<file path="config.mk">
export PLATFORM = sky130hd
export DESIGN_NAME = board_ram_scheduler
export DESIGN_NICKNAME = d
export VERILOG_FILES = /design/src/rtl/board_ram_scheduler.sv
export SDC_FILE = /design/constraint.sdc
export NUM_CORES = 1
export LEC_CHECK = 0
export ABC_AREA = 1
export CAP_MARGIN = 40
export CORE_MARGIN = 2
export CORE_UTILIZATION = 51
export CTS_CLUSTER_SIZE = 8
export DETAILED_ROUTE_END_ITERATION = 16
export MAX_ROUTING_LAYER = met4
export PLACE_DENSITY = 0.81
export SYNTH_ARGS = -nofsm -noshare
export SYNTH_HDL_FRONTEND = slang
export SYNTH_SLANG_ARGS = --single-unit
</file>
<file path="constraint.sdc">
create_clock -name clk -period 2 [get_ports clk]
set_clock_uncertainty 0.2 [all_clocks]
set_input_delay 0.4 -clock clk [delete_from_list [all_inputs] [get_ports clk]]
set_output_delay 0.4 -clock clk [all_outputs]
set_load 0.02 [all_outputs]
</file>
<file path="src/rtl/board_ram_scheduler.sv">
// Shares the board-state RAM read port between the scanline prefetcher and game-logic reads.
// Rows for the next line are fetched into shadow buffers during blanking and swapped in at end of line.
module board_ram_scheduler #(
    parameter int unsigned DATA_W       = 30,
    parameter int unsigned ADDR_W       = 5,
    parameter int unsigned V_START      = 40,
    parameter int unsigned V_END        = 424,
    parameter int unsigned CELL_SHIFT   = 4,
    parameter int unsigned PREVIEW_BASE = 24,
    parameter int unsigned H_FETCH      = 640,
    parameter int unsigned H_SWAP       = 799,
    parameter int unsigned V_MAX        = 524
) (
    input  logic              clk,
    input  logic              rst_n,
    input  logic [9:0]        h_readwire_i,
    input  logic [9:0]        v_readwire_i,
    output logic [ADDR_W-1:0] ram_addr_o,
    output logic              ram_re_o,
    input  logic [DATA_W-1:0] ram_rdata_i,
    input  logic              game_req_i,
    input  logic [ADDR_W-1:0] game_addr_i,
    output logic              game_gnt_o,
    output logic [DATA_W-1:0] game_rdata_o,
    output logic              game_rdata_valid_o,
    output logic [DATA_W-1:0] board_row_o,
    output logic [DATA_W-1:0] preview_row_o,
    output logic              row_valid_o,
    output logic              fetch_miss_o
);

    localparam logic [9:0]        V_START_C    = 10'(V_START);
    localparam logic [9:0]        V_END_C      = 10'(V_END);
    localparam logic [9:0]        V_MAX_C      = 10'(V_MAX);
    localparam logic [9:0]        H_FETCH_C    = 10'(H_FETCH);
    localparam logic [9:0]        H_SWAP_C     = 10'(H_SWAP);
    localparam logic [ADDR_W-1:0] PREV_BASE_C  = ADDR_W'(PREVIEW_BASE);
    localparam logic [ADDR_W-1:0] PREVIEW_ROWS = ADDR_W'(4);

    typedef enum logic [2:0] {
        IDLE,
        FB_ISSUE,
        FB_CAP,
        FP_ISSUE,
        FP_CAP,
        G_ISSUE,
        G_CAP
    } state_t;

    state_t state_q, state_d;

    logic [ADDR_W-1:0] ram_addr_q, ram_addr_d;
    logic              ram_re_q, ram_re_d;
    logic              game_gnt_q, game_gnt_d;
    logic              game_valid_q, game_valid_d;
    logic [DATA_W-1:0] game_rdata_q, game_rdata_d;
    logic [DATA_W-1:0] shadow_board_q, shadow_board_d;
    logic [DATA_W-1:0] shadow_prev_q, shadow_prev_d;
    logic [DATA_W-1:0] board_row_q, board_row_d;
    logic [DATA_W-1:0] preview_row_q, preview_row_d;
    logic              row_valid_q, row_valid_d;
    logic              fetch_miss_q, fetch_miss_d;
    logic              fetch_pend_q, fetch_pend_d;
    logic              done_q, done_d;
    logic [ADDR_W-1:0] row_q, row_d;

    // Raster decode for the line that follows the current one
    logic [9:0]        v_next;
    logic [9:0]        row_full;
    logic [ADDR_W-1:0] row_idx;
    logic              in_region;
    logic              trig;
    logic              swap;
    logic              miss_now;
    logic              unused_row_bits;

    assign v_next          = (v_readwire_i == V_MAX_C) ? 10'd0 : v_readwire_i + 10'd1;
    assign in_region       = (v_next >= V_START_C) && (v_next < V_END_C);
    assign row_full        = (v_next - V_START_C) >> CELL_SHIFT;
    assign row_idx         = row_full[ADDR_W-1:0];
    assign unused_row_bits = ^row_full[9:ADDR_W];
    assign trig            = (h_readwire_i == H_FETCH_C) && in_region;
    assign swap            = (h_readwire_i == H_SWAP_C);
    assign miss_now        = swap && in_region && !done_q;

    // FSM: registered RAM controls are loaded on entry to each issue state
    logic start_fetch;
    logic fetch_done;
    logic prev_zero;

    always_comb begin
        state_d      = state_q;
        ram_addr_d   = ram_addr_q;
        ram_re_d     = 1'b0;
        game_gnt_d   = 1'b0;
        game_valid_d = 1'b0;
        start_fetch  = 1'b0;
        fetch_done   = 1'b0;
        prev_zero    = 1'b0;
        unique case (state_q)
            IDLE: begin
                if (fetch_pend_q || trig) begin
                    state_d     = FB_ISSUE;
                    ram_addr_d  = trig ? row_idx : row_q;
                    ram_re_d    = 1'b1;
                    start_fetch = 1'b1;
                end else if (game_req_i) begin
                    state_d    = G_ISSUE;
                    ram_addr_d = game_addr_i;
                    ram_re_d   = 1'b1;
                    game_gnt_d = 1'b1;
                end
            end
            FB_ISSUE: state_d = FB_CAP;
            FB_CAP: begin
                if (row_q < PREVIEW_ROWS) begin
                    state_d    = FP_ISSUE;
                    ram_addr_d = PREV_BASE_C + row_q;
                    ram_re_d   = 1'b1;
                end else begin
                    state_d    = IDLE;
                    fetch_done = 1'b1;
                    prev_zero  = 1'b1;
                end
            end
            FP_ISSUE: state_d = FP_CAP;
            FP_CAP: begin
                state_d    = IDLE;
                fetch_done = 1'b1;
            end
            G_ISSUE: begin
                state_d      = G_CAP;
                game_valid_d = 1'b1;
            end
            G_CAP:   state_d = IDLE;
            default: state_d = IDLE;
        endcase
        // A late prefetch is abandoned at swap; game reads in flight are never cut
        if (miss_now && (state_d inside {FB_ISSUE, FB_CAP, FP_ISSUE, FP_CAP})) begin
            state_d     = IDLE;
            ram_addr_d  = ram_addr_q;
            ram_re_d    = 1'b0;
            start_fetch = 1'b0;
        end
    end

    always_comb begin
        shadow_board_d = shadow_board_q;
        shadow_prev_d  = shadow_prev_q;
        board_row_d    = board_row_q;
        preview_row_d  = preview_row_q;
        row_valid_d    = row_valid_q;
        fetch_miss_d   = fetch_miss_q;
        fetch_pend_d   = fetch_pend_q;
        done_d         = done_q;
        row_d          = row_q;
        game_rdata_d   = game_rdata_q;

        if (state_q == FB_CAP) shadow_board_d = ram_rdata_i;
        if (state_q == FP_CAP) shadow_prev_d  = ram_rdata_i;
        if (prev_zero)         shadow_prev_d  = '0;
        if (fetch_done)        done_d         = 1'b1;
        if (state_q == G_CAP)  game_rdata_d   = ram_rdata_i;

        if (swap) begin
            done_d = 1'b0;
            if (!in_region) begin
                board_row_d   = '0;
                preview_row_d = '0;
                row_valid_d   = 1'b0;
            end else if (done_q) begin
                board_row_d   = shadow_board_q;
                preview_row_d = shadow_prev_q;
                row_valid_d   = 1'b1;
            end else begin
                fetch_miss_d = 1'b1;
                row_valid_d  = 1'b1;
            end
        end

        // Swap is resolved before a coincident trigger re-arms the prefetch
        if (miss_now)    fetch_pend_d = 1'b0;
        if (trig) begin
            fetch_pend_d = 1'b1;
            row_d        = row_idx;
        end
        if (start_fetch) fetch_pend_d = 1'b0;
    end

    always_ff @(posedge clk or negedge rst_n) begin
        if (!rst_n) begin
            state_q        <= IDLE;
            ram_addr_q     <= '0;
            ram_re_q       <= 1'b0;
            game_gnt_q     <= 1'b0;
            game_valid_q   <= 1'b0;
            game_rdata_q   <= '0;
            shadow_board_q <= '0;
            shadow_prev_q  <= '0;
            board_row_q    <= '0;
            preview_row_q  <= '0;
            row_valid_q    <= 1'b0;
            fetch_miss_q   <= 1'b0;
            fetch_pend_q   <= 1'b0;
            done_q         <= 1'b0;
            row_q          <= '0;
        end else begin
            state_q        <= state_d;
            ram_addr_q     <= ram_addr_d;
            ram_re_q       <= ram_re_d;
            game_gnt_q     <= game_gnt_d;
            game_valid_q   <= game_valid_d;
            game_rdata_q   <= game_rdata_d;
            shadow_board_q <= shadow_board_d;
            shadow_prev_q  <= shadow_prev_d;
            board_row_q    <= board_row_d;
            preview_row_q  <= preview_row_d;
            row_valid_q    <= row_valid_d;
            fetch_miss_q   <= fetch_miss_d;
            fetch_pend_q   <= fetch_pend_d;
            done_q         <= done_d;
            row_q          <= row_d;
        end
    end

    assign ram_addr_o         = ram_addr_q;
    assign ram_re_o           = ram_re_q;
    assign game_gnt_o         = game_gnt_q;
    assign game_rdata_valid_o = game_valid_q;
    // The RAM output register supplies the data in the valid cycle; the held copy follows
    assign game_rdata_o       = game_valid_q ? ram_rdata_i : game_rdata_q;
    assign board_row_o        = board_row_q;
    assign preview_row_o      = preview_row_q;
    assign row_valid_o        = row_valid_q;
    assign fetch_miss_o       = fetch_miss_q;

endmodule
</file>
==> results of run 1 <==
[synth_stat cells (2+ instances only)]
cell type	n	area share (%)
nand2_1	186	9.3
dfrtp_1	170	56
inv_1	120	6.0
o21ai_0	76	5.0
o31ai_1	55	5.5
nor2_1	49	2.4
clkbuf_1	33	1.6
a21oi_1	32	2.1
o22ai_1	30	2.5
nand3_1	28	1.9
nand2_2	11	0.91
buf_6	5	0.75
buf_2	4	0.27
buf_4	4	0.40
ha_1	4	0.66
nand4_1	4	0.33
nor3_1	4	0.27
nor4_1	4	0.33
nor2_2	3	0.25
or2_0	3	0.25
xor2_1	3	0.35
o21bai_1	2	0.20
or2_2	2	0.17
[cell families after synthesis]
kind of cell / Yosys count / synth area share, %
compound gates: 197 / 15.6
xor+xnor: 4 / 0.465
fa+ha+maj: 4 / 0.664
buf+inv: 168 / 9.13
flops: 170 / 56.5
simple gates: 303 / 17.7
[final cells by class]
class,instances,area [um2]
Tap cell,184,230
Timing Repair Buffer,305,3030
Inverter,121,457
Antenna cell,1,2.50
Sequential cell,170,4260
Multi-Input combinational cell,509,3780
Fill cell,676,2100
Clock inverter,12,158
Clock buffer,20,457
[through the flow]
step | setup TNS [ns] | util [%]
detailed placement | -83.12 | 69.4
finish | -12.10 | 85.5
global route | -21.53 | 85.5
floorplan | -4.89 | -
CTS | -2.62 | 74.4
global placement | -73.19 | 69.4
[sequential cells by signal, summed over array words and instances, names as in the netlist]
name	flops
ram_re_o	1
shadow_prev_q	30
fetch_miss_o	1
fetch_pend_q	1
board_row_o	30
preview_row_o	30
game_rdata_valid_o	1
done_q	1
row_q	5
state_q	3
ram_addr_o	5
game_gnt_o	1
game_rdata_q	30
shadow_board_q	30
row_valid_o	1
[power by group through the flow]
stage / clock network, mW / registers (mW) / logic (mW)
floorplan: 0 / 4.90 / 2.62
global placement: 0 / 4.85 / 4.70
detailed placement: 0 / 4.88 / 4.84
CTS: 3.44 / 4.84 / 4.93
global route: 3.62 / 5.10 / 6.82
finish: 3.47 / 5.02 / 6.45
[routing by layer]
metal	vias up	share of wire, %	global-route usage, %
met5	-	0	-
met1	3828	38	35.6
met3	155	7.8	6.03
met4	0	5.7	12.8
met2	457	49	45.5
li1	3324	-	-
[worst max-delay path by stage]
| stage | startpoint | endpoint | cells after the start |
|---|---|---|---|
| floorplan | v_readwire_i[0] | ram_addr_o[1] | 15 |
| finish | game_rdata_valid_o | game_rdata_o[23] | 5 |
| global placement | v_readwire_i[0] | preview_row_o[22] | 13 |
| global route | v_readwire_i[8] | fetch_pend_q | 11 |
| detailed placement | v_readwire_i[0] | preview_row_o[21] | 13 |
| CTS | game_rdata_valid_o | game_rdata_o[24] | 4 |
[timing repair]
action / in CTS / in global routing
endpoints found under the setup margin: 155 / 122
pin swaps: 28 / 45
resized for setup: 292 / 283
endpoints found under the hold margin: 36 / 0
setup buffers: 11 / 18
hold buffers: 1 / 0
gates cloned: 0 / 16
[worst reg2reg max path, cell delays in order (launching register included)]
cell,delay (ns)
dfrtp_1,0.39
inv_1,0.09
ha_1,0.19
inv_1,0.10
nor3_2,0.31
nor2_1,0.19
nand2_4,0.12
nand2_4,0.06
nand2_4,0.09
nand2_8,0.09
nand2_8,0.13
nand2_2,0.05
nand2_1,0.06
==> metrics.yaml, run 1 <==
status: "finished, violations left"
violations: "setup timing"
mostFrequentLayoutCell: "dfrtp_1"
netlist_area_um2: 7530
die_x_um: 126
finalHoldViolCount: 0
cts_buffers: 17
clockBufferDepth: 2
leakagePower_nw: 6.33
wire_per_inst_um: 21.7
area_delta_synth_final_pct: 64.3
viasPerCell: 5.87
fmax_mhz: 448
clock_power_share_pct: 23.2
core_um2: 14500
dpl.cell_count: 1244
ios: 158
die_y_um: 126
final_cell_mix: "dfrtp_1 (169), nand2_1 (146), buf_4 (126)"
p_total_mw: 14.9
final_area_um2: 12400
ys_ff_latch: 170
hold_path_class: "primary input to asynchronous set/reset pin"
p_sw_share_pct: 39.7
timing_worst_setup_path_type: "flop to output pin"
setup_viol: 102
syn-num-nets: 908
crit_slowest_cell: "dfrtp_4"
grt_overflow: 0
finalNetCount: 1186
relSlewSlack_pct: 57.2
required_ns: 1.40
rsz0062_at_grt: "yes"
max_cap_violations: 0
grt_usage_pct: 28.7
ys_warn_count: 0
dr_total_vias: 7764
setup_ws_ns: -0.233
path_delay_family: "flip-flops"
grt_max_degree: 61
antenna_found_initial: 1
synth.yosys.seq_area_share_pct: 56.5
final.min_clock_period_ns: 2.23
rr_startpoint: "row_q[4]"
first_pass_iters: 5
path_clk_slew_ns: 0.07
routabilityCongestion: 0.844
ant_nets: 0
startpoint_type: "flop"
worst_hold_slack_ns: 0.243
reg2regPathDepth: 12
avgSynthCellArea_um2: 8.90
dr.first_iter.drc_count: 718
comb_power_share_pct: 43.2
path_buf_inv: 3
worst-path-max-fanout: 10
initial_core_util_pct: 52.0
timing.final.crit_share_pct: 112
report.final.slew_viol_count: 0
dp_slack_ns: -1.06
pwr-share-seq_pct: 33.6
power_density_nw_per_um2: 1210
cp_cell_sequence: "buf_6, clkbuf_16, nor2_2, a21oi_2, buf_4"
synth_edf_count: 0
grt_pass1_wl_mm: 35.2
final_cells: 1322
intPower_mw: 9.01
placed_area_um2: 10000
htreeDepth: 4
switching_power_mw: 5.93
arrival_ns: 1.63
cts.sinks: 170
die_area_um2: 15800
cpPeakStageDelay_ns: 0.50
worst_r2r_endpoint: "ram_addr_o[1]"
drive_above_1_share_pct: 37.7
route.detailed.drc: 0
syn_inst: 846
clk_latency_ns: 0.43
critPathCaptureType: "output pin"
ir_worst_vdd_mv: 0.756
cts_root_buffer: "clkbuf_16"
ys.flop_type: "dfrtp_1"
fp-row-count: 44
wl_mm: 28.7
worst_pin_slew_ns: 0.642
port-buffer-count: 157
netlist-cell-type-count: 37
async_flop_share_pct: 100
grt_pass1_vias: 7164
cts_tree: "yes"
place_hpwl_mm: 13.5
regToRegSetupSlack_ns: -0.12
Note: power is estimated with default switching activity, not from simulation.
==> run 2, diff against run 1 <==
--- a/config.mk
+++ b/config.mk
@@ -5,14 +5,14 @@
 export SDC_FILE = /design/constraint.sdc
 export NUM_CORES = 1
 export LEC_CHECK = 0
-export ABC_AREA = 1
+export ABC_AREA = 0
 export CAP_MARGIN = 40
 export CORE_MARGIN = 2
-export CORE_UTILIZATION = 51
+export CORE_UTILIZATION = 35
 export CTS_CLUSTER_SIZE = 8
 export DETAILED_ROUTE_END_ITERATION = 16
 export MAX_ROUTING_LAYER = met4
-export PLACE_DENSITY = 0.81
+export PLACE_DENSITY = 0.59
 export SYNTH_ARGS = -nofsm -noshare
 export SYNTH_HDL_FRONTEND = slang
 export SYNTH_SLANG_ARGS = --single-unit
==> metrics.yaml, run 2 <==
status: "finished, violations left"
violations: "setup timing"
ys.flop_type: "dfrtp_1"
port-buffer-count: 157
mostFrequentLayoutCell: "dfrtp_1"
ys_warn_count: 0
clk_latency_ns: 0.42
synth_top_cell_by_area: "dfrtp_1"
power_density_nw_per_um2: 1160
wl_mm: 22.5
rr_startpoint: "row_q[3]"
setup_viol: 107
clockBufferDepth: 2
cts_buffers: 17
path_clk_slew_ns: 0.07
placed_area_um2: 10200
die_x_um: 151
synth.yosys.seq_area_share_pct: 56.6
critPathCaptureType: "flop"
htreeDepth: 4
cpPeakStageDelay_ns: 0.32
dr_total_vias: 6240
async_flop_share_pct: 100
route.detailed.drc: 0
timing_worst_setup_path_type: "primary input to flop"
ios: 158
startpoint_type: "primary input"
report.final.slew_viol_count: 0
fmax_mhz: 414
final_cells: 1249
synth_adder_area_share_pct: 0.666
arrival_ns: 2.54
cts_tree: "yes"
cts.sinks: 170
synth_edf_count: 0
synth_top_family_by_area: "compound AO/OA/AOI/OAI gates"
grt_max_degree: 59
diodes: 0
antenna_found_initial: 0
setup_ws_ns: -0.417
max_cap_violations: 0
first_pass_iters: 5
startpoint: "v_readwire_i[1]"
multi_input_area_um2: 3400
required_ns: 2.12
final_area_um2: 11800
synth_commonest_cells: "dfrtp_1 (170), nand2_1 (167), a22o_1 (60), mux2_2 (60), a21oi_1 (37)"
finalNetCount: 1023
synth_area_leaders: "dfrtp_1 (57%), mux2_2 (9.0%), nand2_1 (8.3%), a22o_1 (7.0%), a21oi_1 (2.5%)"
grt_pass1_wl_mm: 33.3
ir_worst_vdd_mv: 0.691
finalHoldViolCount: 0
avgSynthCellArea_um2: 11.1
worst_pin_slew_ns: 0.398
ys_ff_latch: 170
routabilityCongestion: 0.871
ant_nets: 0
timing.final.crit_share_pct: 121
synth_compound_area_share_pct: 14.7
yosysMostFrequentCell: "dfrtp_1"
leakagePower_nw: 5.95
initial_core_util_pct: 35.8
viasPerCell: 5.00
syn-num-nets: 739
path_delay_family: "compound AO/OA/AOI/OAI gates"
crit_slowest_cell: "o311a_4"
syn_inst: 677
grt_usage_pct: 19.7
relSlewSlack_pct: 73.5
dpl.cell_count: 1171
synth_xor_area_share_pct: 0.915
fp-row-count: 53
worst-path-max-fanout: 5
cp_cell_sequence: "buf_8, ha_4, nor2b_4, o311a_4, a21oi_4, nand4_1, o211ai_1, buf_4, o31ai_4, o21a_4, buf_6, o41ai_2"
netlist-cell-type-count: 60
die_y_um: 151
path_buf_inv: 3
synth_mux_area_share_pct: 9.19
grt_pass1_vias: 6047
area_delta_synth_final_pct: 57.2
cts_root_buffer: "clkbuf_16"
synth_simple_gate_area_share_pct: 14.3
grt_overflow: 0
hold_path_class: "primary input to asynchronous set/reset pin"
drive_above_1_share_pct: 34.9
final_cell_mix: "dfrtp_1 (169), nand2_1 (166), buf_4 (102)"
core_um2: 21000
final.min_clock_period_ns: 2.42
netlist_area_um2: 7520
wire_per_inst_um: 18.0
fill_cells: 1821
rsz0062_at_grt: "yes"
regArea_um2: 4260
place_hpwl_mm: 14.2
die_area_um2: 22700
worst_hold_slack_ns: 0.251
dr.first_iter.drc_count: 266
yosysTopAreaCellShare_pct: 56.6
run 2: cell count changes after synthesis, sizes merged, moves of 7 or more:
cell | previous run | this run
buf | 14 | 21
clkbuf | 33 | 23
o21ai | 76 | 10
nor2 | 53 | 20
a22o | 0 | 60
mux2 | 0 | 61
nand2 | 199 | 168
nand3 | 29 | 7
o22ai | 30 | 0
o31ai | 55 | 2
inv | 121 | 10
run 2: routing by layer:
metal / wire [um] / vias to the layer above / GRT usage, %
met5: 0 / - / -
met2: 10800 / 156 / 31.1
met1: 10300 / 3096 / 26.6
met4: 395 / 0 / 5.24
met3: 1010 / 27 / 3.30
li1: - / 2961 / -
run 2: worst register-to-register path: stages (launching register included):
cell	delay, ns
dfrtp_1	0.39
inv_1	0.08
ha_1	0.14
nor2b_1	0.19
nand2_1	0.12
a31o_4	0.23
o21a_4	0.14
buf_6	0.12
o41ai_2	0.31
run 2: metrics by stage:
step / setup slack, ns / total power [mW] / setup TNS (ns) / utilization (%)
floorplan: -0.691 / 7.82 / -41.04 / -
global placement: -1.26 / 9.84 / -96.33 / 48.6
detailed placement: -1.33 / 9.95 / -100.05 / 48.6
CTS: -0.399 / 13.3 / -29.01 / 52.9
global route: -0.492 / 14.5 / -35.20 / 56.2
finish: -0.417 / 13.7 / -28.49 / 56.2
run 2: power breakdown:
group | switching, mW | leakage [nW] | internal (mW)
Combinational | 2.61 | 3.49 | 2.87
Clock | 1.40 | 0.275 | 1.80
Sequential | 0.540 | 2.18 | 4.48
Total | 4.55 | 5.95 | 9.15
run 2: repair_timing:
action | 4_1_cts | 5_1_grt
pin swaps | 32 | 60
hold buffers | 1 | 0
setup buffers | 20 | 22
gates cloned | 4 | 9
endpoints found under the setup margin | 165 | 121
gates resized for setup | 275 | 123
hold endpoints to repair | 34 | 0
run 2: path summary, 6_finish.rpt:
kind	endpoint	cells after the start	slack (ns)
worst min register to register	fetch_miss_o	1	0.26
worst min-delay path	board_row_o[1]	2	0.25
min in group clk	fetch_miss_o	1	0.26
worst max-delay path	ram_addr_o[0]	12	-0.42
worst max register to register	ram_addr_o[0]	8	-0.02
max in group asynchronous	shadow_prev_q[15]	3	0.70
run 2: area by class of cell:
cell class	count	share of cell area [%]
clock inverters	12	0.963
repair buffers	309	27.2
flip-flops and latches	170	36.0
inverters	10	0.339
well taps	275	2.91
clock buffers	20	3.86
multi-input cells	453	28.7
run 2: cells by family (layout without fill, tap and decap cells):
family,count (synthesis),count (layout)
compound gates,138,138
xor+xnor,7,7
fa+ha+maj,4,4
buf+inv,54,351
flops,170,170
mux,61,61
simple gates,243,243
